--- config.mk ---
export PLATFORM = sky130hd
export DESIGN_NAME = rect_render
export DESIGN_NICKNAME = d
export VERILOG_FILES = /design/src/rtl/rect_render_pkg.sv /design/src/rtl/rect_hit_cmp.sv /design/src/rtl/rect_render.sv
export SDC_FILE = /design/constraint.sdc
export NUM_CORES = 1
export LEC_CHECK = 0
export BUFFER_PORTS_ARGS = -buffer_cell sky130_fd_sc_hd__buf_2
export CORE_ASPECT_RATIO = 1.1
export CORE_UTILIZATION = 45
export CTS_BUF_LIST = sky130_fd_sc_hd__clkbuf_4 sky130_fd_sc_hd__clkbuf_8
export DETAILED_ROUTE_END_ITERATION = 12
export PLACE_DENSITY = 0.76
export SETUP_SLACK_MARGIN = 0.5
export SLEW_MARGIN = 20
export SYNTH_ARGS = -nofsm -noshare
export SYNTH_HDL_FRONTEND = slang
export SYNTH_HIERARCHICAL = 1
export SYNTH_SLANG_ARGS = --single-unit
--- constraint.sdc ---
create_clock -name pixel_clk -period 1.5 [get_ports pixel_clk]
set_input_delay 0.15 -clock pixel_clk [delete_from_list [all_inputs] [get_ports pixel_clk]]
set_output_delay 0.15 -clock pixel_clk [all_outputs]
set_load 0.05 [all_outputs]
--- src/rtl/rect_render_pkg.sv ---
// rtl/rect_render_pkg.sv - shared widths, state encoding and colour constants for rect_render
package rect_render_pkg;

    localparam int COORD_W_DEF = 11;
    localparam int COLOR_W_DEF = 12;

    typedef enum logic {
        ST_IDLE  = 1'b0,
        ST_ARMED = 1'b1
    } state_e;

    localparam logic [COLOR_W_DEF-1:0] BLACK = '0;

endpackage

--- src/rtl/rect_hit_cmp.sv ---
// rtl/rect_hit_cmp.sv - four bound comparisons plus stage-1 register of the hit pipeline
module rect_hit_cmp
    import rect_render_pkg::*;
#(
    parameter int COORD_W = COORD_W_DEF
) (
    input  logic               clk,
    input  logic               rst_n,
    input  logic [COORD_W-1:0] x1,
    input  logic [COORD_W-1:0] y1,
    input  logic [COORD_W-1:0] x2,
    input  logic [COORD_W-1:0] y2,
    input  logic [COORD_W-1:0] hcount,
    input  logic [COORD_W-1:0] vcount,
    input  logic               video_on,
    output logic               hit_o,
    output logic               video_on_o
);

    logic ge_x_q, lt_x_q, ge_y_q, lt_y_q, video_on_q;
    logic ge_x_d, lt_x_d, ge_y_d, lt_y_d;

    // An empty box (x2 <= x1 or y2 <= y1) can never satisfy both bounds of an axis.
    always_comb begin
        ge_x_d = (hcount >= x1);
        lt_x_d = (hcount <  x2);
        ge_y_d = (vcount >= y1);
        lt_y_d = (vcount <  y2);
    end

    always_ff @(posedge clk or negedge rst_n) begin
        if (!rst_n) begin
            ge_x_q     <= 1'b0;
            lt_x_q     <= 1'b0;
            ge_y_q     <= 1'b0;
            lt_y_q     <= 1'b0;
            video_on_q <= 1'b0;
        end else begin
            ge_x_q     <= ge_x_d;
            lt_x_q     <= lt_x_d;
            ge_y_q     <= ge_y_d;
            lt_y_q     <= lt_y_d;
            video_on_q <= video_on;
        end
    end

    assign hit_o      = ge_x_q & lt_x_q & ge_y_q & lt_y_q;
    assign video_on_o = video_on_q;

endmodule

--- src/rtl/rect_render.sv ---
// rtl/rect_render.sv - frame-synchronous rectangle capture/commit and two-stage pixel renderer
module rect_render
    import rect_render_pkg::*;
#(
    parameter int COORD_W = COORD_W_DEF,
    parameter int COLOR_W = COLOR_W_DEF
) (
    input  logic               pixel_clk,
    input  logic               rst_n,
    input  logic [COORD_W-1:0] x1,
    input  logic [COORD_W-1:0] y1,
    input  logic [COORD_W-1:0] x2,
    input  logic [COORD_W-1:0] y2,
    input  logic               coord_valid,
    input  logic               frame_start,
    input  logic [COORD_W-1:0] hcount,
    input  logic [COORD_W-1:0] vcount,
    input  logic               video_on,
    input  logic [COLOR_W-1:0] fg_color,
    input  logic [COLOR_W-1:0] bg_color,
    output logic [COLOR_W-1:0] rgb,
    output logic               in_rect,
    output logic               busy
);

    state_e state_q, state_d;
    logic   capture, commit;

    logic [COORD_W-1:0] pend_x1_q, pend_y1_q, pend_x2_q, pend_y2_q;
    logic [COORD_W-1:0] pend_x1_d, pend_y1_d, pend_x2_d, pend_y2_d;
    logic [COORD_W-1:0] act_x1_q, act_y1_q, act_x2_q, act_y2_q;
    logic [COORD_W-1:0] act_x1_d, act_y1_d, act_x2_d, act_y2_d;

    logic               hit_s1, video_on_s1;
    logic [COLOR_W-1:0] rgb_q, rgb_d;
    logic               in_rect_q, in_rect_d;

    always_ff @(posedge pixel_clk or negedge rst_n) begin
        if (!rst_n) state_q <= ST_IDLE;
        else        state_q <= state_d;
    end

    // A capture landing on the same edge as a commit keeps the machine armed.
    always_comb begin
        state_d = state_q;
        case (state_q)
            ST_IDLE:  if (coord_valid)                 state_d = ST_ARMED;
            ST_ARMED: if (frame_start && !coord_valid) state_d = ST_IDLE;
            default:                                   state_d = ST_IDLE;
        endcase
    end

    always_comb begin
        busy    = (state_q == ST_ARMED);
        capture = coord_valid;
        commit  = frame_start && (state_q == ST_ARMED);
    end

    always_comb begin
        pend_x1_d = pend_x1_q;
        pend_y1_d = pend_y1_q;
        pend_x2_d = pend_x2_q;
        pend_y2_d = pend_y2_q;
        if (capture) begin
            pend_x1_d = x1;
            pend_y1_d = y1;
            pend_x2_d = x2;
            pend_y2_d = y2;
        end
    end

    // Commit reads the pending registers before this edge's capture overwrites them.
    always_comb begin
        act_x1_d = act_x1_q;
        act_y1_d = act_y1_q;
        act_x2_d = act_x2_q;
        act_y2_d = act_y2_q;
        if (commit) begin
            act_x1_d = pend_x1_q;
            act_y1_d = pend_y1_q;
            act_x2_d = pend_x2_q;
            act_y2_d = pend_y2_q;
        end
    end

    always_ff @(posedge pixel_clk or negedge rst_n) begin
        if (!rst_n) begin
            pend_x1_q <= '0;
            pend_y1_q <= '0;
            pend_x2_q <= '0;
            pend_y2_q <= '0;
            act_x1_q  <= '0;
            act_y1_q  <= '0;
            act_x2_q  <= '0;
            act_y2_q  <= '0;
        end else begin
            pend_x1_q <= pend_x1_d;
            pend_y1_q <= pend_y1_d;
            pend_x2_q <= pend_x2_d;
            pend_y2_q <= pend_y2_d;
            act_x1_q  <= act_x1_d;
            act_y1_q  <= act_y1_d;
            act_x2_q  <= act_x2_d;
            act_y2_q  <= act_y2_d;
        end
    end

    rect_hit_cmp #(
        .COORD_W (COORD_W)
    ) u_hit (
        .clk        (pixel_clk),
        .rst_n      (rst_n),
        .x1         (act_x1_q),
        .y1         (act_y1_q),
        .x2         (act_x2_q),
        .y2         (act_y2_q),
        .hcount     (hcount),
        .vcount     (vcount),
        .video_on   (video_on),
        .hit_o      (hit_s1),
        .video_on_o (video_on_s1)
    );

    // Colours are taken live at stage 2 rather than delayed alongside the hit.
    always_comb begin
        in_rect_d = hit_s1 && video_on_s1;
        if (!video_on_s1)  rgb_d = COLOR_W'(BLACK);
        else if (hit_s1)   rgb_d = fg_color;
        else               rgb_d = bg_color;
    end

    always_ff @(posedge pixel_clk or negedge rst_n) begin
        if (!rst_n) begin
            rgb_q     <= '0;
            in_rect_q <= 1'b0;
        end else begin
            rgb_q     <= rgb_d;
            in_rect_q <= in_rect_d;
        end
    end

    assign rgb     = rgb_q;
    assign in_rect = in_rect_q;

endmodule

==> results of run 1 <==
-- layout make-up --
type,count,area [µm²]
fill,811,4030
sequential,107,2680
multi-input combinational,220,2390
timing repair buffer,171,1440
tap,147,184
inverter,43,161
clock buffer,11,145
clock inverter,4,28.8
-- power by group through the flow --
| stage | clock, W | sequential [W] | combinational (W) |
|---|---|---|---|
| final | 0.00161 | 0.00355 | 0.00224 |
| after global routing | 0.00178 | 0.00360 | 0.00244 |
| after CTS | 0.00165 | 0.00354 | 0.00203 |
| after detailed placement | 0 | 0.00359 | 0.00170 |
| after global placement | 0 | 0.00357 | 0.00162 |
| after floorplan | 0 | 0.00362 | 0.00115 |
-- sequential cells by signal (all words and copies together) (netlist names) --
| name | cells |
|---|---|
| in_rect | 1 |
| act_y1_q | 11 |
| act_y2_q | 11 |
| busy | 1 |
| pend_x2_q | 11 |
| rgb | 12 |
| pend_x1_q | 11 |
| u_hit/ge_y_q | 1 |
| u_hit/ge_x_q | 1 |
| act_x1_q | 11 |
| u_hit/video_on_o | 1 |
| pend_y2_q | 11 |
| act_x2_q | 11 |
| u_hit/lt_x_q | 1 |
| pend_y1_q | 11 |
| u_hit/lt_y_q | 1 |
-- worst paths after layout --
kind,slack [ns],cells after the start,endpoint
min reg2reg,0.51,1,act_y1_q[2]$_DFFE_PN0P_
min in group asynchronous,0.25,2,pend_y1_q[0]$_DFFE_PN0P_
max,0.11,6,u_hit/lt_x_q$_DFF_PN0_
min,0.02,2,pend_y1_q[3]$_DFFE_PN0P_
max reg2reg,0.11,6,u_hit/lt_x_q$_DFF_PN0_
max in group asynchronous,0.73,3,busy$_DFF_PN0_
-- what timing repair did --
action / in CTS / in global routing
gates resized for setup: 48 / 24
gates cloned: 5 / 2
pin swaps: 11 / 8
hold buffers: 28 / 2
buffers inserted: 14 / 5
setup endpoints to repair: 75 / 75
hold endpoints to repair: 54 / 2
-- kinds of logic after synthesis --
| logic type | after synthesis | share of synthesized area [%] |
|---|---|---|
| AOI/OAI and AO/OA | 37 | 4.16 |
| adders and majority gates | 42 | 10.1 |
| buffers and inverters | 55 | 5.63 |
| DFF | 107 | 51.5 |
| muxes | 100 | 24.3 |
| and+or+nand+nor | 41 | 4.31 |
-- layout by cell type, fill, tap and decap left out --
| cell type | n |
|---|---|
| a31oi_1 | 2 |
| and4_4 | 1 |
| ha_2 | 1 |
| nor2_1 | 6 |
| o21ai_2 | 2 |
| clkinv_2 | 1 |
| clkinv_4 | 1 |
| mux2i_1 | 9 |
| buf_12 | 9 |
| a21oi_2 | 5 |
| and2_4 | 1 |
| inv_1 | 39 |
| clkinvlp_4 | 2 |
| ha_4 | 7 |
| buf_2 | 93 |
| clkbuf_8 | 10 |
| clkbuf_4 | 1 |
| buf_6 | 17 |
| clkbuf_16 | 2 |
| dfrtp_2 | 1 |
| nand2_8 | 1 |
| dlygate4sd3_1 | 30 |
| inv_2 | 4 |
| buf_4 | 15 |
| o21ai_1 | 8 |
| o311a_1 | 2 |
| ha_1 | 34 |
| nand4_1 | 4 |
| a21o_1 | 6 |
| mux2_4 | 44 |
| nand2_1 | 10 |
| a21oi_1 | 11 |
| dfrtp_1 | 106 |
| buf_16 | 5 |
| mux2i_2 | 2 |
| nor2b_1 | 18 |
| mux2i_4 | 1 |
| mux2_2 | 44 |
| a21o_2 | 1 |
-- per-layer routing --
layer	vias up	routed length [µm]	track usage, %	part of all wire, %
met5	-	0	0	0
met4	0	219	6.57	1.9
met3	20	405	3.70	3.5
met2	93	5920	35.7	51
met1	1711	5050	24.7	44
li1	1651	-	-	-
-- per-stage QoR --
| stage | setup WS [ns] | hold slack [ns] | std cells | total power (W) | utilization [%] |
|---|---|---|---|---|---|
| after floorplan | 0.212 | -0.146 | 382 | 0.00477 | - |
| after global placement | 0.195 | 0.118 | 632 | 0.00519 | 53.7 |
| after detailed placement | 0.150 | 0.121 | 632 | 0.00528 | 53.7 |
| after CTS | 0.154 | 0.000285 | 694 | 0.00722 | 61.6 |
| after global routing | 0.0720 | 0.00229 | 703 | 0.00782 | 63.5 |
| final | 0.113 | 0.0185 | 703 | 0.00740 | 63.5 |
-- cell usage after synthesis, drive strengths merged --
cell    instances  area share (%)
a21o            7             1.0
a21oi          16             1.5
a31oi           2            0.24
and2            1            0.12
and4            1            0.17
buf            11             2.5
clkbuf          1           0.072
dfrtp         107              52
ha             42              10
inv            43             3.1
mux2           88              22
mux2i          12             2.3
nand2          11            0.94
nand4           4            0.48
nor2            6            0.43
nor2b          18             2.2
o21ai          10            0.96
o311a           2            0.39
==> reports/metrics.cfg, run 1 <==
[sta]
timing.setup.tns_ns = 0
hold_viol_final = 0
setup-violations-final = 0
rsz0062_at_grt = true
relSlewSlack_pct = 70.9
finalClockSkew_ns = 0.0125
min_period_ns = 1.39
max_freq_mhz = 721
slew_violations = 0
tightestPinTransition_ns = 0.436
final.period_utilization_pct = 92.5

[worst_setup_path]
crit_start = act_x2_q[1]$_DFFE_PN0P_
slowest_delay_ns = 0.36
cp_slowest_cell = dfrtp_1
crit_chain = inv_1 -> ha_1 -> nand2_1 -> o21ai_1 -> a31oi_1 -> o311a_1
path_delay_family = compound AO/OA/AOI/OAI gates
rr_startpoint = act_x2_q[1]$_DFFE_PN0P_
required_ns = 1.76
endpoint_kind = flop
cp_max_fo = 2
critPathKind = flop to flop
startpoint_type = flop
worst-path-buf-inv = 1
critPathArrivalTime_ns = 1.65

[power_and_ir_drop]
switching_share_pct = 29.1
cellInternalPower_w = 0.00524
clkPwrFrac_pct = 21.8
leakagePower_nw = 3.51
power_density_nw_per_um2 = 1050
peakVddDrop_v = 0.000647
p_switching_w = 0.00216
seqPwrFrac_pct = 48.0
power_frac_comb_pct = 30.2

[route]
drc = 0
drtAntennaViolNets = 0
wire_per_inst_um = 16.5
firstDrtPassIters = 4
vias_per_cell = 4.94
vias = 3475
initialDrtViolationCount = 147
drt-total-wl_mm = 11.6

[clocking]
cts_buffer_depth = 2
worst_skew_pair.late_latency_ns = 0.38
root_buffer = clkbuf_8
cts.clk_slew.worst_paths_ns = 0.10
cts_buffers = 9
cts.sinks = 107
h-tree-depth = 3
cts_tree = built

[floorplanning]
dieArea_um2 = 12000
die_w_um = 104
start_util_pct = 47.0
num_io_pins = 109
die_h_um = 115
num_rows = 40
coreArea_um2 = 11100

[placed_design]
gp_congestion = 0.814
io_buffers = 108
dp_hpwl_mm = 7.27
dpl-instance-area_um2 = 5930

[cells_and_area]
nets = 689
diodes = 0
area_delta_synth_final_pct = 35.2
drive_gt1_share_pct = 48.7
stdcell_area_um2 = 7030

[synth]
synth.cell_area_um2 = 5200
syn_nets = 519
syn_inst = 382
synth_warnings = 6
ys_ff_latch = 107
synth_cell_types = 24
syn-mean-instance-area_um2 = 13.6
seq_area_frac_synth_pct = 51.5

[min_path]
min_from = y1[3]
hp-class = input pin to flop

[global_routing]
grt_use_total_pct = 20.0
grt_pass1_wl_mm = 18.2
grt_pass1_vias = 3672
grt_max_degree = 46
grt_overflow_total = 0
antenna_found_initial = 0

[run_status]
outcome = complete, no violations

[flow_run]
max-cap-violations = 0

Power figures use the tool's default switching activity.
==> run 2, diff against run 1 <==
==> constraint.sdc (replaced) <==
create_clock -name pixel_clk -period 1.8 [get_ports pixel_clk]
set_input_delay 0.18 -clock pixel_clk [delete_from_list [all_inputs] [get_ports pixel_clk]]
set_output_delay 0.18 -clock pixel_clk [all_outputs]
set_load 0.05 [all_outputs]
==> reports/metrics.cfg, run 2 (same netlist as run 1, synthesis figures left out) <==
[sta]
timing.setup.tns_ns = 0  ; unchanged
min_period_ns = 1.37  ; -0.0186 ns
max_freq_mhz = 731  ; +1.4%
tightestPinTransition_ns = 0.561  ; +0.125 ns
finalClockSkew_ns = 0.0177  ; +0.00513 ns
rsz0062_at_grt = true
hold_slack_ns = 0.0280  ; +0.00955 ns
setup-violations-final = 0  ; unchanged
hold_viol_final = 0  ; unchanged
relSlewSlack_pct = 62.6  ; -8.3 points
final.period_utilization_pct = 76.0  ; -16 points
slew_violations = 0  ; unchanged

[route]
firstDrtPassIters = 4  ; unchanged
initialDrtViolationCount = 79  ; -46%
wire_per_inst_um = 15.3  ; -7.1%
vias_per_cell = 4.93  ; -0.35%
vias = 3251  ; -6.4%
drt-total-wl_mm = 10.1  ; -13%
drc = 0  ; unchanged
drtAntennaViolNets = 0  ; unchanged

[power_and_ir_drop]
peakVddDrop_v = 0.000627  ; -3.1%
leakagePower_nw = 3.21  ; -8.7%
power_density_nw_per_um2 = 950  ; -9.8%

[cells_and_area]
diodes = 0  ; unchanged
area_delta_synth_final_pct = 22.3
fin_util_pct = 57.5  ; -6.1 points
nets = 645  ; -6.4%
final_cells = 660  ; -6.1%
final_cell_mix = dfrtp_1 (106), buf_2 (106), mux2_2 (48)
drive_gt1_share_pct = 50.3  ; +1.6 points
largest_register_ffs = 12  ; unchanged

[floorplanning]
start_util_pct = 47.0  ; unchanged
dieArea_um2 = 12000  ; unchanged
die_h_um = 115  ; unchanged
die_w_um = 104  ; unchanged
num_rows = 40  ; unchanged
coreArea_um2 = 11100  ; unchanged
num_io_pins = 109  ; unchanged

[global_routing]
antenna_found_initial = 0  ; unchanged
grt_pass1_wl_mm = 16.8  ; -7.7%
grt_overflow_total = 0  ; unchanged
grt_use_total_pct = 18.3  ; -1.7 points
grt_max_degree = 46  ; unchanged
grt_pass1_vias = 3434  ; -6.5%

[worst_setup_path]
critPathKind = flop to flop
cp_slowest_cell = dfrtp_1
required_ns = 2.06  ; +0.30 ns
critPathArrivalTime_ns = 1.63  ; -0.02 ns
worst-path-buf-inv = 1  ; unchanged
slowest_delay_ns = 0.38  ; +0.02 ns
cp_max_fo = 2  ; unchanged
crit_chain = inv_1 -> ha_1 -> nand2_2 -> o21ai_1 -> a31oi_1 -> o311a_1
startpoint_type = flop
path_delay_family = compound AO/OA/AOI/OAI gates
endpoint_kind = flop

[placed_design]
dp_hpwl_mm = 7.24  ; -0.48%
dp.cells = 632  ; unchanged
gp_congestion = 0.856  ; +5.1%
io_buffers = 108  ; unchanged

[min_path]
hp-class = input pin to flop

[clocking]
cts_tree = built
cts.clk_slew.worst_paths_ns = 0.10  ; about the same
cts_buffer_depth = 2  ; unchanged
h-tree-depth = 3  ; unchanged
root_buffer = clkbuf_8
cts.sinks = 107  ; unchanged
worst_skew_pair.late_latency_ns = 0.38  ; about the same
cts_buffers = 9  ; unchanged

[run_status]
outcome = complete, no violations

[flow_run]
max-cap-violations = 0  ; unchanged

## run 2: final cells by class
cell class              instances  area, µm²
repair buffers                127        759
clock buffers                  10        131
flip-flops and latches        107       2680
clock inverters                 6       63.8
fillers                       911       4700
multi-input cells             220       2380
well taps                     147        184
inverters                      43        161
## run 2: metal layers
| metal | GRT usage, % | wire length (µm) | vias up |
|---|---|---|---|
| li1 | - | - | 1559 |
| met1 | 22.3 | 4430 | 1593 |
| met2 | 31.7 | 5050 | 83 |
| met3 | 3.76 | 399 | 16 |
| met4 | 8.10 | 230 | 0 |
| met5 | 0 | 0 | - |
## run 2: final timing paths
| check | start | cells past startpoint | endpoint | slack [ns] |
|---|---|---|---|---|
| min in group asynchronous | rst_n | 2 | pend_x2_q[0]$_DFFE_PN0P_ | 0.33 |
| setup reg to reg | act_x2_q[1]$_DFFE_PN0P_ | 6 | u_hit/lt_x_q$_DFF_PN0_ | 0.43 |
| hold reg to reg | pend_x1_q[6]$_DFFE_PN0P_ | 1 | act_x1_q[6]$_DFFE_PN0P_ | 0.51 |
| hold / removal | y2[4] | 2 | pend_y2_q[4]$_DFFE_PN0P_ | 0.03 |
| max in group asynchronous | rst_n | 3 | act_x2_q[5]$_DFFE_PN0P_ | 0.84 |
| setup / recovery | act_x2_q[1]$_DFFE_PN0P_ | 6 | u_hit/lt_x_q$_DFF_PN0_ | 0.43 |
## run 2: worst register-to-register path, stage by stage, from the launching register on
cell	delay, ns
dfrtp_1	0.38
inv_1	0.05
ha_1	0.29
nand2_2	0.04
o21ai_1	0.11
a31oi_1	0.09
o311a_1	0.30
## run 2: repair_timing
item / in CTS / in global routing
pin swaps: 20 / 10
endpoints found under the setup margin: 35 / 9
hold buffers: 2 / 0
buffers inserted: 7 / 3
resized for setup: 16 / 20
endpoints found under the hold margin: 41 / 0
## run 2: report_power, final
group	switching, W	internal (W)	leakage, nW	total, W
clock network	0.000823	0.000660	0.0961	0.00148
registers	0.000204	0.00275	1.27	0.00295
logic	0.000731	0.000869	1.84	0.00160
total	0.00176	0.00428	3.21	0.00604
## run 2: stage by stage
step | setup WS [ns] | total power [W] | instance area (µm²)
final | 0.431 | 0.00604 | 6360
after detailed placement | 0.383 | 0.00440 | 5910
after global placement | 0.436 | 0.00431 | 5910
after floorplan | 0.501 | 0.00396 | 5200
after CTS | 0.448 | 0.00597 | 6250
after global routing | 0.396 | 0.00641 | 6360
